--- src/rtl/mips_defs_pkg.sv ---
`default_nettype none
// +----------------------------------------------------------------------+
// | mips_defs_pkg - opcode/funct encodings and load-type decode shared   |
// | by the write-back stage.                                             |
// | Revision: 1.0                                                        |
// +----------------------------------------------------------------------+
package mips_defs_pkg;

  localparam logic [5:0] c_OP_RTYPE = 6'h00;
  localparam logic [5:0] c_OP_ORI   = 6'h0D;
  localparam logic [5:0] c_OP_LUI   = 6'h0F;
  localparam logic [5:0] c_OP_LW    = 6'h23;
  localparam logic [5:0] c_OP_SW    = 6'h2B;
  localparam logic [5:0] c_OP_BEQ   = 6'h04;
  localparam logic [5:0] c_OP_JAL   = 6'h03;
  localparam logic [5:0] c_OP_LB    = 6'h20;
  localparam logic [5:0] c_OP_LBU   = 6'h24;
  localparam logic [5:0] c_OP_LH    = 6'h21;
  localparam logic [5:0] c_OP_LHU   = 6'h25;

  localparam logic [5:0] c_FN_ADDU  = 6'h21;
  localparam logic [5:0] c_FN_SUBU  = 6'h23;
  localparam logic [5:0] c_FN_JR    = 6'h08;
  localparam logic [5:0] c_FN_JALR  = 6'h09;

  localparam logic [4:0] c_REG_RA   = 5'd31;

  typedef enum logic [2:0] {
    LD_NONE = 3'd0,
    LD_W    = 3'd1,
    LD_B    = 3'd2,
    LD_BU   = 3'd3,
    LD_H    = 3'd4,
    LD_HU   = 3'd5
  } load_op_e;

  function automatic load_op_e load_op_of(input logic [5:0] opcode);
    load_op_e r;
    r = LD_NONE;
    case (opcode)
      c_OP_LW:  r = LD_W;
      c_OP_LB:  r = LD_B;
      c_OP_LBU: r = LD_BU;
      c_OP_LH:  r = LD_H;
      c_OP_LHU: r = LD_HU;
      default:  r = LD_NONE;
    endcase
    return r;
  endfunction

endpackage : mips_defs_pkg
`default_nettype wire

--- src/rtl/load_ext.sv ---
`default_nettype none
// +----------------------------------------------------------------------+
// | load_ext - selects and extends the byte/half/word of a loaded data   |
// | memory word according to the load type and low address bits.        |
// | Revision: 1.0                                                        |
// +----------------------------------------------------------------------+
module load_ext
  import mips_defs_pkg::*;
(
  input  logic [31:0] word,
  input  logic [1:0]  addr,
  input  load_op_e    op,
  output logic [31:0] value
);

  logic [7:0]  w_byte;
  logic [15:0] w_half;

  // Little-endian lane selection: address 0 is the least significant lane.
  always_comb begin
    w_byte = 8'd0;
    case (addr)
      2'd0: w_byte = word[7:0];
      2'd1: w_byte = word[15:8];
      2'd2: w_byte = word[23:16];
      2'd3: w_byte = word[31:24];
      default: w_byte = 8'd0;
    endcase
  end

  assign w_half = addr[1] ? word[31:16] : word[15:0];

  always_comb begin
    value = 32'd0;
    case (op)
      LD_W:    value = word;
      LD_B:    value = {{24{w_byte[7]}}, w_byte};
      LD_BU:   value = {24'd0, w_byte};
      LD_H:    value = {{16{w_half[15]}}, w_half};
      LD_HU:   value = {16'd0, w_half};
      default: value = 32'd0;
    endcase
  end

endmodule : load_ext
`default_nettype wire

--- src/rtl/wb_stage.sv ---
`default_nettype none
// +----------------------------------------------------------------------+
// | wb_stage - MIPS write-back pipeline stage: W registers, GRF write    |
// | destination/data/enable, optional retired-instruction counter        |
// | (enabled by defining WB_RETIRE_CNT_EN).                              |
// | Revision: 1.0                                                        |
// +----------------------------------------------------------------------+
module wb_stage
  import mips_defs_pkg::*;
#(
  parameter logic [31:0] PC_RESET = 32'h0000_3000
) (
  input  logic        clk,
  input  logic        reset,
  input  logic [31:0] instr,
  input  logic [31:0] pc,
  input  logic [31:0] pc4,
  input  logic [31:0] alu_out,
  input  logic [31:0] dmout,
  output logic [31:0] instr_out,
  output logic [31:0] pc_out,
  output logic [31:0] pc4_out,
  output logic [4:0]  wa,
  output logic [31:0] wd,
  output logic        we,
  output logic [31:0] retire_cnt
);

  logic [31:0] r_ir;
  logic [31:0] r_pc;
  logic [31:0] r_pc4;
  logic [31:0] r_ao;
  logic [31:0] r_dr;

  always_ff @(posedge clk or negedge reset) begin
    if (!reset) begin
      r_ir  <= 32'd0;
      r_pc  <= PC_RESET;
      r_pc4 <= PC_RESET + 32'd4;
      r_ao  <= 32'd0;
      r_dr  <= 32'd0;
    end else begin
      r_ir  <= instr;
      r_pc  <= pc;
      r_pc4 <= pc4;
      r_ao  <= alu_out;
      r_dr  <= dmout;
    end
  end

  assign instr_out = r_ir;
  assign pc_out    = r_pc;
  assign pc4_out   = r_pc4;

  logic [5:0] w_op;
  logic [5:0] w_funct;
  logic [4:0] w_rt;
  logic [4:0] w_rd;
  logic [4:0] w_dest;
  logic       w_writes;
  logic       w_link;

  assign w_op    = r_ir[31:26];
  assign w_funct = r_ir[5:0];
  assign w_rt    = r_ir[20:16];
  assign w_rd    = r_ir[15:11];

  // Anything not listed (jr, sw, beq, unknown) falls through as non-writing.
  always_comb begin
    w_dest   = 5'd0;
    w_writes = 1'b0;
    w_link   = 1'b0;
    case (w_op)
      c_OP_RTYPE: begin
        case (w_funct)
          c_FN_ADDU, c_FN_SUBU: begin
            w_dest   = w_rd;
            w_writes = 1'b1;
          end
          c_FN_JALR: begin
            w_dest   = w_rd;
            w_writes = 1'b1;
            w_link   = 1'b1;
          end
          default: ;
        endcase
      end
      c_OP_ORI, c_OP_LUI, c_OP_LW, c_OP_LB, c_OP_LBU, c_OP_LH, c_OP_LHU: begin
        w_dest   = w_rt;
        w_writes = 1'b1;
      end
      c_OP_JAL: begin
        w_dest   = c_REG_RA;
        w_writes = 1'b1;
        w_link   = 1'b1;
      end
      default: ;
    endcase
  end

  load_op_e    w_load_op;
  logic [31:0] w_load_val;

  assign w_load_op = load_op_of(w_op);

  load_ext u_load_ext (
    .word  (r_dr),
    .addr  (r_ao[1:0]),
    .op    (w_load_op),
    .value (w_load_val)
  );

  assign wa = w_dest;
  assign we = w_writes && (w_dest != 5'd0);

  always_comb begin
    wd = r_ao;
    if (w_link) begin
      wd = r_pc4 + 32'd4;
    end else if (w_load_op != LD_NONE) begin
      wd = w_load_val;
    end
  end

`ifdef WB_RETIRE_CNT_EN
  logic [31:0] r_retire_cnt;

  always_ff @(posedge clk or negedge reset) begin
    if (!reset) begin
      r_retire_cnt <= 32'd0;
    end else if (instr != 32'd0) begin
      r_retire_cnt <= r_retire_cnt + 32'd1;
    end
  end

  assign retire_cnt = r_retire_cnt;
`else
  assign retire_cnt = 32'd0;
`endif

endmodule : wb_stage
`default_nettype wire

--- config.mk ---
export PLATFORM = sky130hd
export DESIGN_NAME = wb_stage
export DESIGN_NICKNAME = d
export VERILOG_FILES = /design/src/rtl/mips_defs_pkg.sv /design/src/rtl/load_ext.sv /design/src/rtl/wb_stage.sv
export SDC_FILE = /design/constraint.sdc
export NUM_CORES = 1
export LEC_CHECK = 0
export CAP_MARGIN = 30
export CORE_UTILIZATION = 41
export CTS_BUF_LIST = sky130_fd_sc_hd__clkbuf_4 sky130_fd_sc_hd__clkbuf_8
export CTS_CLUSTER_DIAMETER = 80
export DETAILED_ROUTE_END_ITERATION = 6
export PLACE_DENSITY = 0.82
export SKIP_CTS_REPAIR_TIMING = 1
export SLEW_MARGIN = 20
export SYNTH_ARGS = -nofsm -noshare
export SYNTH_HDL_FRONTEND = slang
export SYNTH_HIERARCHICAL = 1
export SYNTH_SLANG_ARGS = --single-unit
export TNS_END_PERCENT = 5
--- constraint.sdc ---
create_clock -name clk -period 4.5 [get_ports clk]
set_clock_uncertainty 0.05 [all_clocks]
set_input_delay 1.125 -clock clk [delete_from_list [all_inputs] [get_ports clk]]
set_output_delay 1.125 -clock clk [all_outputs]
set_load 0.01 [all_outputs]
## After elaboration in Yosys (flattened, before gate mapping)

Cells that the tools add are included.

- $add $sub $neg: 1
- Eq/ne operators: 19
- Multiplexer cells: 12
- Reductions and logical operators: 8

Operator list:

| operator | count |
|---|---|
| $pmux 32 s5 | 1 |
| $mux 32 | 2 |
| $eq 6x6->1 const B | 7 |
| $add 32x3->32 const B | 1 |
| $pmux 8 s4 | 1 |
| $eq 6x4->1 const B | 3 |
| $mux 16 | 1 |
| $pmux 3 s5 | 1 |
| $pmux 5 s3 | 1 |
| $reduce_or 8->1 | 1 |
| $reduce_or 7->1 | 1 |
| $eq 3x2->1 const B | 2 |
| $eq 3x3->1 const B | 2 |
| $eq 6x2->1 const B | 1 |
| $logic_not 6->1 | 1 |
| $mux 5 | 1 |
| $reduce_bool 5->1 | 1 |
| $eq 2x2->1 const B | 2 |
| $pmux 1 s2 | 2 |
| $eq 3x1->1 const B | 1 |
| $reduce_bool 3->1 | 1 |
| $reduce_or 3->1 | 1 |
| $eq 2x1->1 const B | 1 |
| $logic_not 2->1 | 1 |
| other kinds (2) | 3 |

- Bits in registers: 160
- Input port bits: 162
- Output and inout port bits: 166
- Word-level logic and storage cells: 45

## Logic depth before layout (Yosys ltp)

- Word-level depth: 6
- Gate-level depth with buffers: 11
- Gate-level depth less buffers: 10

## By module

Netlist, hierarchy kept.

By module, submodules not included:

| module | times used | cells an instance | area an instance (sq um) | sequential area each (sq um) |
|---|---|---|---|---|
| wb_stage | 1 | 417 | 5798.1 | 4010.1 |
| load_ext | 1 | 84 | 601.8 | 0.0 |

## Worst setup path after synthesis

OpenSTA, ideal clock, no wires.

- Path type: register -> output
- Start: reg r_ir[29] (netlist: instr_out[29])
- End: out wd[18]
- Arrival time: 2.442 ns
- Data required time: 3.325 ns
- Slack: 0.883 ns
- Stages on the path, launching flop included: 11
- Buffers on the path: 2
- Cells stage by stage: dfrtp_1 -> or3b_4 -> nor3b_1 -> buf_4 -> inv_1 -> or3_4 -> a21oi_4 -> buf_4 -> a21o_1 -> a211oi_1 -> a21oi_1

- Cells in the longest elaborated chain, start to end: 6
- Elaborated cells between the ends (all ways): 18
- Classes of those cells: eq/ne (11); mux (5); reduce/logical (2)

Ends and longest elaborated chain:

| item | RTL line | RTL |
|---|---|---|
| from (decl) | wb_stage.sv:29 | `logic [31:0] r_ir;` |
| from (signal assigned) | wb_stage.sv:43 | `r_ir <= instr;` |
| $eq 6x6->1 | mips_defs_pkg.sv:40 | `case (opcode)` |
| $pmux 3 s5 * | mips_defs_pkg.sv:40 |  |
| via w_load_op[2] | wb_stage.sv:101 | `load_op_e w_load_op;` |
| $eq 3x3->1 (tied with other cells) | load_ext.sv:35 | `case (op)` |
| $pmux 32 s5 * | load_ext.sv:35 |  |
| via w_load_val[18] | wb_stage.sv:102 | `logic [31:0] w_load_val;` |
| $mux 32 * | wb_stage.sv:120 | `end else if (w_load_op != LD_NONE) begin` |
| $mux 32 * | wb_stage.sv:118 | `if (w_link) begin` |
| to (decl) | wb_stage.sv:24 | `output logic [31:0] wd,` |

Mark *: on every way through the listed nets, which the timed path passes. The rest lies on a longest branch.

## Worst setup path in the final report

- Start: reg r_ir[29] (netlist: instr_out[29])
- End: out wd[16]

The elaborated chain is that of the path after synthesis.

==> reports/results.ini <==
[clock_network]
cts.sinks=160
cts_made_buffers=17
htreeDepth=4
root_buffer=clkbuf_8
cts_tree=yes
path_clk_slew_ns=0.09
cts.path.max_buffers=2

[synth]
synthTopCellsByArea=dfrtp_1, buf_4, xor2_1
synth-xor-area-share=0.0383
synthArstFlopShare=1.00
muxShareOfSynthArea=0.0303
synthAdderAreaFrac=0.00196
ys_types=54
yosys.area.top_type_share=0.606
synth_compound_area_frac=0.120
yosysMostFrequentCell=dfrtp_1
synth_top_family_by_area=simple AND/OR/NAND/NOR gates
syn_area_per_cell_um2=12.8
postSynthCellCount=501
synth_edf_count=0
ys_ff_latch=160
synth_flop_cell=dfrtp_1
synth_top_cell_by_area=dfrtp_1
synth_simple_gate_area_frac=0.120
synth.top_cells.by_count=dfrtp_1, buf_4, nand2_1
seq_area_frac_synth=0.627
synth.cell_area_um2=6400
yosys_warnings=6

[critical_path]
cp-endpoint=wd[16]
slowest_stage=clkdlybuf4s50_1
worstPathRequired_ns=3.32
timing.critical_path.buf_inv=4
path_class=flip-flop to primary output
start_kind=flip-flop
cpPeakStageDelay_ns=0.57
arrival_ns=3.49
critical-path-top-delay-family=simple AND/OR/NAND/NOR gates
endpoint_kind=primary output
critPathMaxFanout=16
path_depth=11
path_cells=or3b_4 > nor3b_1 > buf_4 > inv_2 > or3_4 > a21oi_4 > buf_12 > a21o_1 > mux2i_1 > o21ai_1 > clkdlybuf4s50_1
crit_path_start=instr_out[29]$_DFF_PN0_

[timing]
finalCriticalPeriod_ns=4.66
relSlewSlack=0.576
finalMaxSlewViolations=0
tns_ns=-0.717
hold_viol=0
finalCritPeriodShare=1.04
worst_slack_ns=-0.164
setup_violations=9
fmax_mhz=214
rsz0062_at_grt=true
worstMarginPinSlew_ns=0.636
whs_ns=0.472

[global_route]
grt_overflow_total=0
grt_pass1_wl_um=29200
grt_pass1_vias=5218
grt_max_degree=103
grtUsageTotal=0.246
antenna_found_initial=0

[final_layout]
final_layout_size_suffix_gt1_frac=0.104
syn_to_final_growth_pct=56.0
postLayoutCellArea_um2=9990
final_nets=970
diodes=0
fillCellCount=1110

[floorplan]
start_util=0.421
pin_count=328
rows=45
die_x_um=127
die_y_um=127
die_area_um2=16100
core_region_area_um2=15200

[power_and_ir_drop]
finalPower_mw=3.12
vdd_ir_drop_max_mv=0.361
leakage_nw=4.44
power_density_nw_per_um2=313

[outcome]
violations=setup timing
status=finished with violations

[routing]
dr.pass1.iters=5
initialDrtViolationCount=209
viasPerCell=5.12
drc_errors=0
routedWlPerCell_um=19.4
vias=5159
drtAntennaViolNets=0
routed_wl_um=19500

[placement]
placed_cell_area_um2=9410
dp_hpwl_um=14900
port_buffers=295
gp_congestion=0.976
pre_cts_ws_ns=0.0732

[min_path]
min_path_type=primary input to asynchronous set/reset pin

[run]
maxCapViolCount=0

## metal layers
layer  share of wire  up-vias  track usage
li1                -     2302            -
met1            0.36     2531        0.269
met2            0.54      292        0.448
met3           0.073       34       0.0738
met4           0.026        0       0.0903
met5               0        -            0
## state kept, by name, summed over array words and instances (netlist names)
signal     count
instr_out     32
r_dr          32
pc_out        32
r_ao          32
pc4_out       32
## worst min-delay path by stage
stage	to
CTS	instr_out[26]$_DFF_PN0_
global route	r_ao[2]$_DFF_PN0_
detailed placement	r_ao[2]$_DFF_PN0_
finish	r_ao[9]$_DFF_PN0_
floorplan	instr_out[0]$_DFF_PN0_
global placement	pc4_out[1]$_DFF_PN0_
## layout make-up
type | count | area, um2 | area share
well taps | 188 | 235 | 0.0236
clock inverters | 14 | 170 | 0.0170
repair buffers | 308 | 3160 | 0.317
clock buffers | 18 | 248 | 0.0248
inverters | 4 | 15.0 | 0.00150
multi-input cells | 316 | 2150 | 0.215
flip-flops and latches | 160 | 4010 | 0.402
## logic make-up (layout without fill, tap and decap cells)
group,after synthesis,count (layout)
buffers and inverters,56,344
multiplexers,19,19
AND/OR/NAND/NOR,130,130
AO/OA/AOI/OAI,106,106
flip-flops,160,160
other,1,32
XOR/XNOR,28,28
adder cells (fa/ha/maj),1,1
## cells in the final DEF, fill, tap and decap left out, types with 4 or more instances in the layout
master	Yosys	routed
o2bb2ai_1	4	4
nor2_1	14	14
o21ai_2	5	5
dfstp_2	5	5
o21ai_0	5	5
a211oi_1	21	20
clkdlybuf4s50_1	0	273
nand2_1	34	34
conb_1	1	32
nand3_1	13	13
clkbuf_8	0	18
a21oi_1	26	25
inv_8	0	6
and3_1	6	6
a221o_1	7	7
dfrtp_1	155	155
and2b_1	6	6
mux2i_1	16	13
dlymetal6s2s_1	0	21
nand4_1	8	8
xor2_1	22	22
nor2b_1	22	20
o21ai_1	7	7
buf_4	34	9
nor3_1	4	4
a21o_1	17	17
xnor2_1	6	6
a22oi_1	8	8
## through the flow
stage | cells | util
after floorplan | 532 | -
after global routing | 1008 | 0.657
after global placement | 972 | 0.619
after detailed placement | 972 | 0.619
after CTS | 1004 | 0.647
final | 1008 | 0.657
## power by group
part	switching [mW]	leakage, nW	internal [mW]
sequential	0.0556	1.86	1.51
combinational	0.186	2.37	0.285
clock	0.599	0.215	0.487
total	0.840	4.44	2.28
(Power assumes the default switching activity.)
